--- config.mk ---
export PLATFORM = sky130hd
export DESIGN_NAME = instr_fetch_unit
export DESIGN_NICKNAME = d
export VERILOG_FILES = /design/src/rtl/instr_fetch_unit.sv
export SDC_FILE = /design/constraint.sdc
export NUM_CORES = 1
export LEC_CHECK = 0
export ABC_AREA = 1
export CAP_MARGIN = 0
export CORE_MARGIN = 4
export CORE_UTILIZATION = 35
export CTS_CLUSTER_SIZE = 25
export DETAILED_ROUTE_END_ITERATION = 7
export GPL_TIMING_DRIVEN = 1
export SLEW_MARGIN = 40
export SYNTH_ARGS = -nofsm -noshare
export SYNTH_HDL_FRONTEND = slang
export SYNTH_SLANG_ARGS = --single-unit
export TNS_END_PERCENT = 5
--- constraint.sdc ---
create_clock -name clk -period 2.6 [get_ports clk]
set_input_delay 0.39 -clock clk [delete_from_list [all_inputs] [get_ports clk]]
set_output_delay 0.39 -clock clk [all_outputs]
set_load 0.05 [all_outputs]
--- src/rtl/instr_fetch_unit.sv ---
// Instruction fetch unit: issues sequential 8-bit reads into a 2-entry prefetch
// buffer, with redirect (jump), halt and a saturating count of issued reads.
module instr_fetch_unit #(
  parameter int unsigned DEPTH = 2,
  parameter int unsigned CNT_W = 16
) (
  input  logic             clk,
  input  logic             rst,
  output logic             mem_en,
  output logic [7:0]       mem_addr,
  input  logic [7:0]       mem_rdata,
  output logic [7:0]       instr,
  output logic [7:0]       instr_pc,
  output logic             instr_valid,
  input  logic             instr_ready,
  input  logic             jmp_valid,
  input  logic [7:0]       jmp_target,
  input  logic             halt_req,
  output logic             halted,
  output logic [CNT_W-1:0] fetch_count
);

  localparam int unsigned PTR_W = (DEPTH > 1) ? $clog2(DEPTH) : 1;
  localparam int unsigned OCC_W = $clog2(DEPTH + 1);
  localparam int unsigned LVL_W = OCC_W + 1;

  if (DEPTH != 2) begin : g_bad_depth
    $error("instr_fetch_unit: DEPTH must be 2");
  end

  typedef enum logic {RUN, HALTED} state_t;

  typedef struct packed {
    logic [7:0] data;
    logic [7:0] addr;
  } entry_t;

  state_t             state_q, state_d;
  logic [7:0]         pc_q;
  entry_t             buf_q [DEPTH];
  logic [PTR_W-1:0]   rd_ptr_q, wr_ptr_q;
  logic [OCC_W-1:0]   occ_q;
  logic               infl_q;
  logic [7:0]         infl_addr_q;
  logic [CNT_W-1:0]   cnt_q;

  logic               pop_c, push_c, issue_c;
  logic [LVL_W-1:0]   level_c;
  entry_t             head_c;

  // Next state and issue decision; a redirect always wins over halt and issue.
  always_comb begin
    state_d = state_q;
    issue_c = 1'b0;
    pop_c   = 1'b0;
    push_c  = 1'b0;
    level_c = '0;
    case (state_q)
      RUN:     if (halt_req && !jmp_valid) state_d = HALTED;
      HALTED:  if (jmp_valid) state_d = RUN;
      default: state_d = RUN;
    endcase
    pop_c   = !rst && (occ_q != '0) && instr_ready;
    push_c  = infl_q && !jmp_valid;
    // Slots already committed (buffered + in flight) once this cycle's pop leaves.
    level_c = LVL_W'(occ_q) + LVL_W'(infl_q) - LVL_W'(pop_c);
    issue_c = !rst && (state_q == RUN) && !halt_req && !jmp_valid
              && (level_c < LVL_W'(DEPTH));
  end

  always_ff @(posedge clk) begin
    if (rst) begin
      state_q     <= RUN;
      pc_q        <= 8'h00;
      rd_ptr_q    <= '0;
      wr_ptr_q    <= '0;
      occ_q       <= '0;
      infl_q      <= 1'b0;
      infl_addr_q <= 8'h00;
      cnt_q       <= '0;
    end else begin
      state_q <= state_d;
      infl_q  <= issue_c;
      if (issue_c) infl_addr_q <= pc_q;
      if (jmp_valid)    pc_q <= jmp_target;
      else if (issue_c) pc_q <= pc_q + 8'd1;
      if (issue_c && (cnt_q != {CNT_W{1'b1}})) cnt_q <= cnt_q + CNT_W'(1);
      if (jmp_valid) begin
        rd_ptr_q <= '0;
        wr_ptr_q <= '0;
        occ_q    <= '0;
      end else begin
        if (push_c)
          wr_ptr_q <= (wr_ptr_q == PTR_W'(DEPTH - 1)) ? '0 : wr_ptr_q + PTR_W'(1);
        if (pop_c)
          rd_ptr_q <= (rd_ptr_q == PTR_W'(DEPTH - 1)) ? '0 : rd_ptr_q + PTR_W'(1);
        occ_q <= occ_q + OCC_W'(push_c) - OCC_W'(pop_c);
      end
    end
  end

  // Buffer payload needs no reset: it is only visible while occupancy is nonzero.
  always_ff @(posedge clk) begin
    if (!rst && push_c) buf_q[wr_ptr_q] <= '{data: mem_rdata, addr: infl_addr_q};
  end

  assign head_c      = buf_q[rd_ptr_q];
  assign mem_en      = issue_c;
  assign mem_addr    = rst ? 8'h00 : pc_q;
  assign instr_valid = !rst && (occ_q != '0);
  assign instr       = instr_valid ? head_c.data : 8'h00;
  assign instr_pc    = instr_valid ? head_c.addr : 8'h00;
  assign halted      = !rst && (state_q == HALTED);
  assign fetch_count = cnt_q;

endmodule
# [After elaboration in Yosys (flattened, before gate mapping)]
# Memory sizes are Yosys's and may differ from the RTL's. A register that Yosys moved wholly into a read port is not among the register bits.
# Index checks and enable logic that the tools add are counted.
[op_classes] add_sub_neg=8 order_cmp=1 n_eq_ne=1 n_mux=14 bitwise_logic=1 n_reduce_logical=17
[ops] op="two-way mux 8 bit" n=5
[ops] op="adder 16 x 1 -> 16 bit, second input constant" n=1
[ops] op="!= test 16 bit, second input constant" n=1
[ops] op="logical AND 1 bit" n=11
[ops] op="adder 8 x 1 -> 8 bit, second input constant" n=1
[ops] op="two-way mux 1 bit" n=8
[ops] op="nonzero test 2 bit" n=2
[ops] op="adder 2 x 1 -> 3 bit" n=1
[ops] op="zero test 1 bit" n=3
[ops] op="< comparator 3 x 2 -> 1 bit, second input constant" n=1
[ops] op="subtractor 3 x 1 -> 3 bit" n=1
[ops] op="adder 1 bit, second input constant" n=2
[ops] op="adder 2 x 1 -> 2 bit" n=1
[ops] op="case mux 1 bit (2 select lines)" n=1
[ops] op="OR reduction 2 bit" n=1
[ops] op="subtractor 2 x 1 -> 2 bit" n=1
[ops] op="inverter 1 bit" n=1
[totals] register_bits=38 ramBits=32 inputBits=21 out_inout_bits=43 wordCells=51 n_memories=1
[mem_list] name="buf_q" words=2 word_bits=16 read_ports=1 rd_ports_with_merged_regs=1 write_ports=1 line_no="40" text="entry_t buf_q [DEPTH];"

# [Longest topological paths before layout]
# Gate-level depths: netlist of run 1.
[logic_depth] depth_word=8 depth_mapped=17 depth_no_buf=17

# [Worst setup path after synthesis of run 1]
# No wires, ideal clock.
[synth_path] path_kind="in2out" startpoint="input port rst" endpoint="output port mem_en" arrival_ns=2.131 required_ns=2.210 path_slack_ns=0.079 cell_stages=9 path_buffers=2 cell_sequence="buf_6 -> nor2_2 -> nand2_1 -> nand2_1 -> nand3_1 -> fa_1 -> o21ai_1 -> nor2_4 -> buf_4"
[synth_between] elab_chain_len=6 word_cells_on_any_way=9 classes_between="add/sub (1); order compare (1); reduce/logical (7)"
[synth_rtl] item="start, declared" line_no="8" text="input logic rst,"
[synth_rtl] item="zero test 1 bit (*)" line_no="63, 67"
[synth_rtl] item="logical AND 1 bit (2 in series)" line_no="63" text="pop_c = !rst && (occ_q != '0) && instr_ready;"
[synth_rtl] item="subtractor 3 x 1 -> 3 bit" line_no="66" text="level_c = LVL_W'(occ_q) + LVL_W'(infl_q) - LVL_W'(pop_c);"
[synth_rtl] item="< comparator 3 x 2 -> 1 bit" line_no="68" text="&& (level_c < LVL_W'(DEPTH));"
[synth_rtl] item="logical AND 1 bit (*)" line_no="68"
[synth_rtl] item="end, declared" line_no="9" text="output logic mem_en,"
# Mark *: on every way between the ends. The rest lies on a longest branch, timed or not.

# [Final worst setup path of run 1]
[layout_path] startpoint="register occ_q[0]" endpoint="output port mem_en"
[layout_between] elab_chain_len=6 word_cells_on_any_way=7 classes_between="add/sub (2); order compare (1); reduce/logical (4)"
[layout_rtl] item="start, declared" line_no="42" text="logic [OCC_W-1:0] occ_q;"
[layout_rtl] item="start signal, assigned" line_no="97" text="occ_q <= occ_q + OCC_W'(push_c) - OCC_W'(pop_c);"
[layout_rtl] item="branches (longest 3 deep; another with adder 2 x 1 -> 3 bit)"
[layout_rtl] item="subtractor 3 x 1 -> 3 bit (*)" line_no="66"
[layout_rtl] item="< comparator 3 x 2 -> 1 bit (*)" line_no="68"
[layout_rtl] item="logical AND 1 bit (*)" line_no="68"
# Mark *: on every way between the ends.

==> results of run 1 <==
synth_stat cells:
| cell | number | area, µm² |
|---|---|---|
| inv_1 | 53 | 198.9 |
| mux2_2 | 16 | 180.2 |
| nand3_2 | 1 | 10.01 |
| a21boi_1 | 1 | 7.510 |
| nand2_1 | 118 | 442.9 |
| a22oi_1 | 1 | 7.510 |
| nor3_1 | 1 | 5.000 |
| a21oi_1 | 25 | 125.1 |
| o21ai_1 | 4 | 20.02 |
| o21ai_0 | 11 | 55.05 |
| nand3_1 | 19 | 95.09 |
| edfxtp_1 | 32 | 960.9 |
| nand2_2 | 3 | 18.77 |
| xnor2_1 | 4 | 35.03 |
| buf_6 | 3 | 33.78 |
| clkbuf_1 | 5 | 18.77 |
| dfxtp_1 | 39 | 780.8 |
| nor2_4 | 3 | 33.78 |
| ha_1 | 3 | 37.54 |
| clkinv_1 | 1 | 3.750 |
| buf_4 | 2 | 15.01 |
| nor2_2 | 6 | 37.54 |
| nand3b_1 | 1 | 7.510 |
| nor2_1 | 46 | 172.7 |
| nand4_1 | 7 | 43.79 |
| xor2_1 | 5 | 43.79 |
| buf_2 | 2 | 10.01 |
| fa_1 | 1 | 20.02 |
area by class of cell:
type                            instances  area [µm²]
Timing Repair Buffer                   83        1062
Clock buffer                            9       123.9
Tap cell                              129       161.4
Inverter                               54       202.7
Multi-Input combinational cell        276        1413
Clock inverter                          7       63.81
Sequential cell                        71        1745
Fill cell                             908        4599
worst paths after layout:
kind                               startpoint               endpoint  slack [ns]  cells after the start
setup / recovery          occ_q[0]$_SDFF_PP0_                 mem_en        0.05                     10
hold / removal    infl_addr_q[7]$_SDFFE_PP0P_  buf_q[1][7]$_DFFE_PP_        0.45                      0
setup reg to reg          occ_q[0]$_SDFF_PP0_   pc_q[7]$_SDFFE_PP0P_        0.21                     17
hold reg to reg   infl_addr_q[7]$_SDFFE_PP0P_  buf_q[1][7]$_DFFE_PP_        0.45                      0
power by group:
part,internal [µW],switching (µW),total [µW],leakage (µW)
combinational,96.4,116,212,0.00123
sequential,1180,15.2,1200,0.000610
clock,367,479,846,0.0000903
total,1650,610,2260,0.00193
routing by layer:
metal / GRT usage, % / routed length (µm) / vias up
met5: 0 / 0 / -
met4: 5.388 / 109 / 0
met3: 4.997 / 440 / 9
met2: 22.62 / 3638 / 75
met1: 18.35 / 3730 / 1318
li1: - / - / 1477
state kept, by name, summed over array words and instances, names as in the netlist, named ones only:
signal,flops
fetch_count,16
infl_addr_q,8
rd_ptr_q,1
wr_ptr_q,1
occ_q,2
buf_q,32
infl_q,1
pc_q,8
state_q,1
per-stage QoR:
step	setup TNS (ns)	cells	area, µm²	utilization (%)
floorplan	0	413	3421	-
global placement	-1.362	612	4566	48.72
detailed placement	-3.145	612	4566	48.72
CTS	0	629	4767	50.87
global route	-0.07888	629	4772	50.92
finish	0	629	4772	50.92
cell usage in the layout (no fill, tap or decap), types with 2 or more instances in the layout:
master / instances
a21oi_1: 25
buf_12: 28
buf_4: 19
clkbuf_8: 9
clkdlybuf4s50_1: 35
clkinvlp_4: 2
dfxtp_1: 38
edfxtp_1: 32
ha_1: 3
inv_1: 52
inv_6: 2
inv_8: 2
mux2_2: 16
nand2_1: 117
nand2_2: 4
nand3_1: 19
nand4_1: 7
nor2_1: 45
nor2_2: 7
nor2_4: 3
o21ai_0: 11
o21ai_1: 3
xnor2_1: 4
xor2_1: 5
kinds of logic after synthesis:
family | Yosys count | share of synthesized area, %
adders and majority gates | 4 | 1.683
muxes | 16 | 5.267
and+or+nand+nor | 205 | 25.35
AOI/OAI and AO/OA | 42 | 6.291
buffers and inverters | 66 | 8.193
xor gates and xnor gates | 9 | 2.304
DFF | 71 | 50.91
worst max-delay path: stages, from the launching register on:
cell and delay (ns):
dfxtp_1 0.41, nor2_2 0.07, nor2_2 0.11, nand2_2 0.09, nand2_1 0.08, nand3_1 0.10
fa_1 0.51, o21ai_2 0.09, nor2_4 0.13, buf_12 0.11, buf_12 0.12
repair_timing:
| action | in CTS | in global routing |
|---|---|---|
| buffers inserted | 1 | 0 |
| endpoints found under the setup margin | 1 | 4 |
| resized for setup | 4 | 3 |
| pin swaps | 1 | 0 |
==> impl_metrics.yaml, run 1 <==
timing:
  rsz0062_at_grt: "true"
  clock_skew_ns: 0.01399
  hold_violations: 0
  setup_ws_ns: 0.04509
  timing.fmax_mhz: 391.4
  hold_slack_ns: 0.4513
  fin_crit_ns: 2.555
  setup-violations-final: 0
  worst_pin_slew_ns: 0.5111
  timing.final.crit_share_pct: 98.27
  slew_violations: 0
  slew_headroom_pct: 65.82
floorplanning:
  num_rows: 35
  ios: 64
  core_area_mm2: 0.009371
  dieArea_mm2: 0.01142
  die_x_um: 106.9
  dieHeight_um: 106.9
  start_util_pct: 36.50
worst_setup_path:
  worstPathArrival_ns: 2.16
  crit_required_ns: 2.21
  crit_fanout: 4
  crit_type: "register to output port"
  startpoint_type: "register"
  endpoint_kind: "output port"
routing:
  wl_mm: 7.919
  postRouteAntennaNets: 0
  drt_iter0_markers: 111
  num_vias: 2879
  first_pass_iters: 4
  drc: 0
  viasPerCell: 4.577
  avgRoutedWirePerCell_um: 12.59
global_route:
  grt_usage_pct: 14.42
  grt_pass1_vias: 2836
  grt_max_degree: 28
  grt_antenna_before_repair: 0
  grt_pass1_wl_mm: 13.04
  grt_overflow: 0
yosys:
  syn_area_mm2: 0.003421
  avgSynthCellArea_um2: 8.283
  synth_nets: 438
  synth-seq-area-share_pct: 50.91
  synth-seq-cells: 71
  yosys_warnings: 0
  ys_types: 28
  netlist_instances: 413
cts:
  cts_buffers: 9
  cts_hold_buf: 0
  cts_tree: "yes"
  insertion_delay_ns: 0.36
  cts_root_buf: "clkbuf_8"
  clkSinkCount: 71
  path_clk_slew_ns: 0.08
  cts_buffer_depth: 2
  htreeDepth: 3
finish:
  drive_above_1_share_pct: 19.60
  areaGrowthSynthToFinish_pct: 39.50
  antenna_cells: 0
  final_nets: 520
pwr:
  p_leak_uw: 0.001934
  finalPower_uw: 2255
  peakVddDrop_mv: 0.2463
  power.density_mw_per_mm2: 472.5
run:
  cap_violations: 0
place:
  gp_routability_congestion: 0.8420
  dpl_worst_slack_ns: -0.2078
  io_buffers: 63
  hpwl_mm: 5.641
run_status:
  status: "complete, no violations"
min_path:
  hold_path.class: "register to register"
No activity file was read; power rests on OpenSTA's default activity.
==> inputs of run 2 (changes only) <==
RECOVER_POWER = 50   (was unset)
clock period = 3.2 ns   (was 2.6 ns; I/O delays follow)
==> run 2 against run 1 <==
  * Sequential share of layout area up 1.5 points
  * Wire length down 2.8%
  * Global-route usage down 0.58 points
  * Combinational power down 29%
  * Clock skew down 0.0023 ns
  * Cell area down 4.1%
  * Hold slack better by 0.0028 ns
  * First-iteration DRC count down 15%
  * Clock-buffer cell count unchanged
  * Critical path depth unchanged
  * Largest cell class unchanged
  * Highest routed layer unchanged
==> impl_metrics.yaml, run 2 (synthesized netlist as in run 1, its figures left out) <==
global_route:
  grt_max_degree: 28
  grt_usage_pct: 13.85
  grt_pass1_vias: 2719
  grt_antenna_before_repair: 0
  grt_pass1_wl_mm: 12.70
  grt_overflow: 0
floorplanning:
  die_x_um: 106.9
  ios: 64
  num_rows: 35
  dieHeight_um: 106.9
  dieArea_mm2: 0.01142
  start_util_pct: 36.50
  core_area_mm2: 0.009371
cts:
  cts_tree: "yes"
  insertion_delay_ns: 0.34
  cts_buffers: 9
  cts_root_buf: "clkbuf_8"
  cts_buffer_depth: 2
  clkSinkCount: 71
  cts_resized: 0
  path_clk_slew_ns: 0.08
  htreeDepth: 3
  post-cts-setup-buffers: 0
  cts_hold_buf: 0
timing:
  hold_violations: 0
  fin_crit_ns: 3.041
  timing.final.crit_share_pct: 95.04
  clock_skew_ns: 0.01169
  tns_ns: 0
  slew_violations: 0
  slew_headroom_pct: 44.43
  rsz0062_at_grt: "false"
  timing.fmax_mhz: 328.8
  worst_pin_slew_ns: 0.8336
  setup-violations-final: 0
routing:
  num_vias: 2829
  viasPerCell: 4.578
  first_pass_iters: 5
  postRouteAntennaNets: 0
  drc: 0
  drt_iter0_markers: 94
  avgRoutedWirePerCell_um: 12.46
  wl_mm: 7.700
worst_setup_path:
  r2r_start: "occ_q[1]$_SDFF_PP0_"
  endpoint: "mem_en"
  r2r_end: "fetch_count[8]$_SDFFE_PP0P_"
  worstRegToRegCells: 12
  crit_type: "primary input to output port"
  crit_fanout: 12
  endpoint_kind: "output port"
  worstPathArrival_ns: 2.56
  cp-startpoint: "rst"
  ff2ff_setup_slack_ns: 0.66
  startpoint_type: "primary input"
  crit_required_ns: 2.72
place:
  gp_routability_congestion: 0.8276
  io_buffers: 63
  hpwl_mm: 5.551
finish:
  ff_latch_area_mm2: 0.001742
  drive_above_1_share_pct: 15.34
  layout_commonest_cell: "nand2_1"
  multiInputGateArea_mm2: 0.001391
  final_nets: 509
  areaGrowthSynthToFinish_pct: 33.76
  largest_register_ffs: 32
  fill_cells: 913
  antenna_cells: 0
  regMostFlops: "buf_q"
  final_cell_mix: "118 x nand2_1, 53 x inv_1, 47 x nor2_1"
min_path:
  hold_path.class: "register to register"
pwr:
  power.density_mw_per_mm2: 405.0
  peakVddDrop_mv: 0.1975
  p_leak_uw: 0.001840
  finalPower_uw: 1853
run_status:
  status: "complete, no violations"
run:
  cap_violations: 0
## run 2: metal layers
layer / vias to the layer above / share of wire (%) / GRT usage, %
li1: 1456 / - / -
met1: 1306 / 49 / 18.35
met2: 57 / 46 / 22.17
met3: 10 / 4.0 / 3.191
met4: 0 / 1.2 / 4.932
met5: - / 0 / 0
## run 2: worst min path at each step
stage	depth (start not counted)	slack, ns	start	endpoint
floorplan	0	0.42	infl_addr_q[1]$_SDFFE_PP0P_	buf_q[0][1]$_DFFE_PP_
global placement	0	0.43	infl_addr_q[3]$_SDFFE_PP0P_	buf_q[0][3]$_DFFE_PP_
detailed placement	0	0.44	infl_addr_q[6]$_SDFFE_PP0P_	buf_q[1][6]$_DFFE_PP_
CTS	0	0.46	infl_addr_q[6]$_SDFFE_PP0P_	buf_q[0][6]$_DFFE_PP_
global route	0	0.47	infl_addr_q[6]$_SDFFE_PP0P_	buf_q[0][6]$_DFFE_PP_
finish	0	0.45	infl_addr_q[6]$_SDFFE_PP0P_	buf_q[0][6]$_DFFE_PP_
## run 2: power by group
| part | total [µW] | internal [µW] | switching [µW] | leakage, µW |
|---|---|---|---|---|
| Sequential | 974 | 961 | 12.5 | 0.000609 |
| Clock | 729 | 368 | 361 | 0.0000964 |
| Combinational | 150 | 60.7 | 89.7 | 0.00113 |
## run 2: critical path: stages
cell and delay, ns:
clkdlybuf4s50_1 0.52, nor2_2 0.06, nand2_1 0.15, inv_1 0.08, nand2_1 0.06, nand3_1 0.08
fa_1 0.49, o21ai_1 0.13, nor2_4 0.33, buf_12 0.19
## run 2: cell type report
type / instances / area share [%]
Inverter: 54 / 4.430
Sequential cell: 71 / 38.06
Timing Repair Buffer: 72 / 19.11
Multi-Input combinational cell: 276 / 30.41
Clock buffer: 9 / 2.707
Clock inverter: 7 / 1.750
Tap cell: 129 / 3.527
## run 2: metrics by stage
stage / cells / utilization, % / hold WS, ns / setup slack, ns / instance area, µm²
finish: 618 / 48.83 / 0.4541 / 0.1586 / 4576
global placement: 602 / 46.98 / 0.4337 / 0.1460 / 4403
global route: 618 / 48.83 / 0.4740 / 0.009639 / 4576
detailed placement: 602 / 46.98 / 0.4398 / 0.1405 / 4403
CTS: 618 / 49.16 / 0.4622 / 0.1198 / 4607
floorplan: 413 / - / 0.4203 / 0.4991 / 3421
==> inputs of run 3 (changes only) <==
CTS_CLUSTER_DIAMETER = 30   (was unset)
==> results of run 3 <==
Final layout, timing and power as in run 2 (identical DEF).
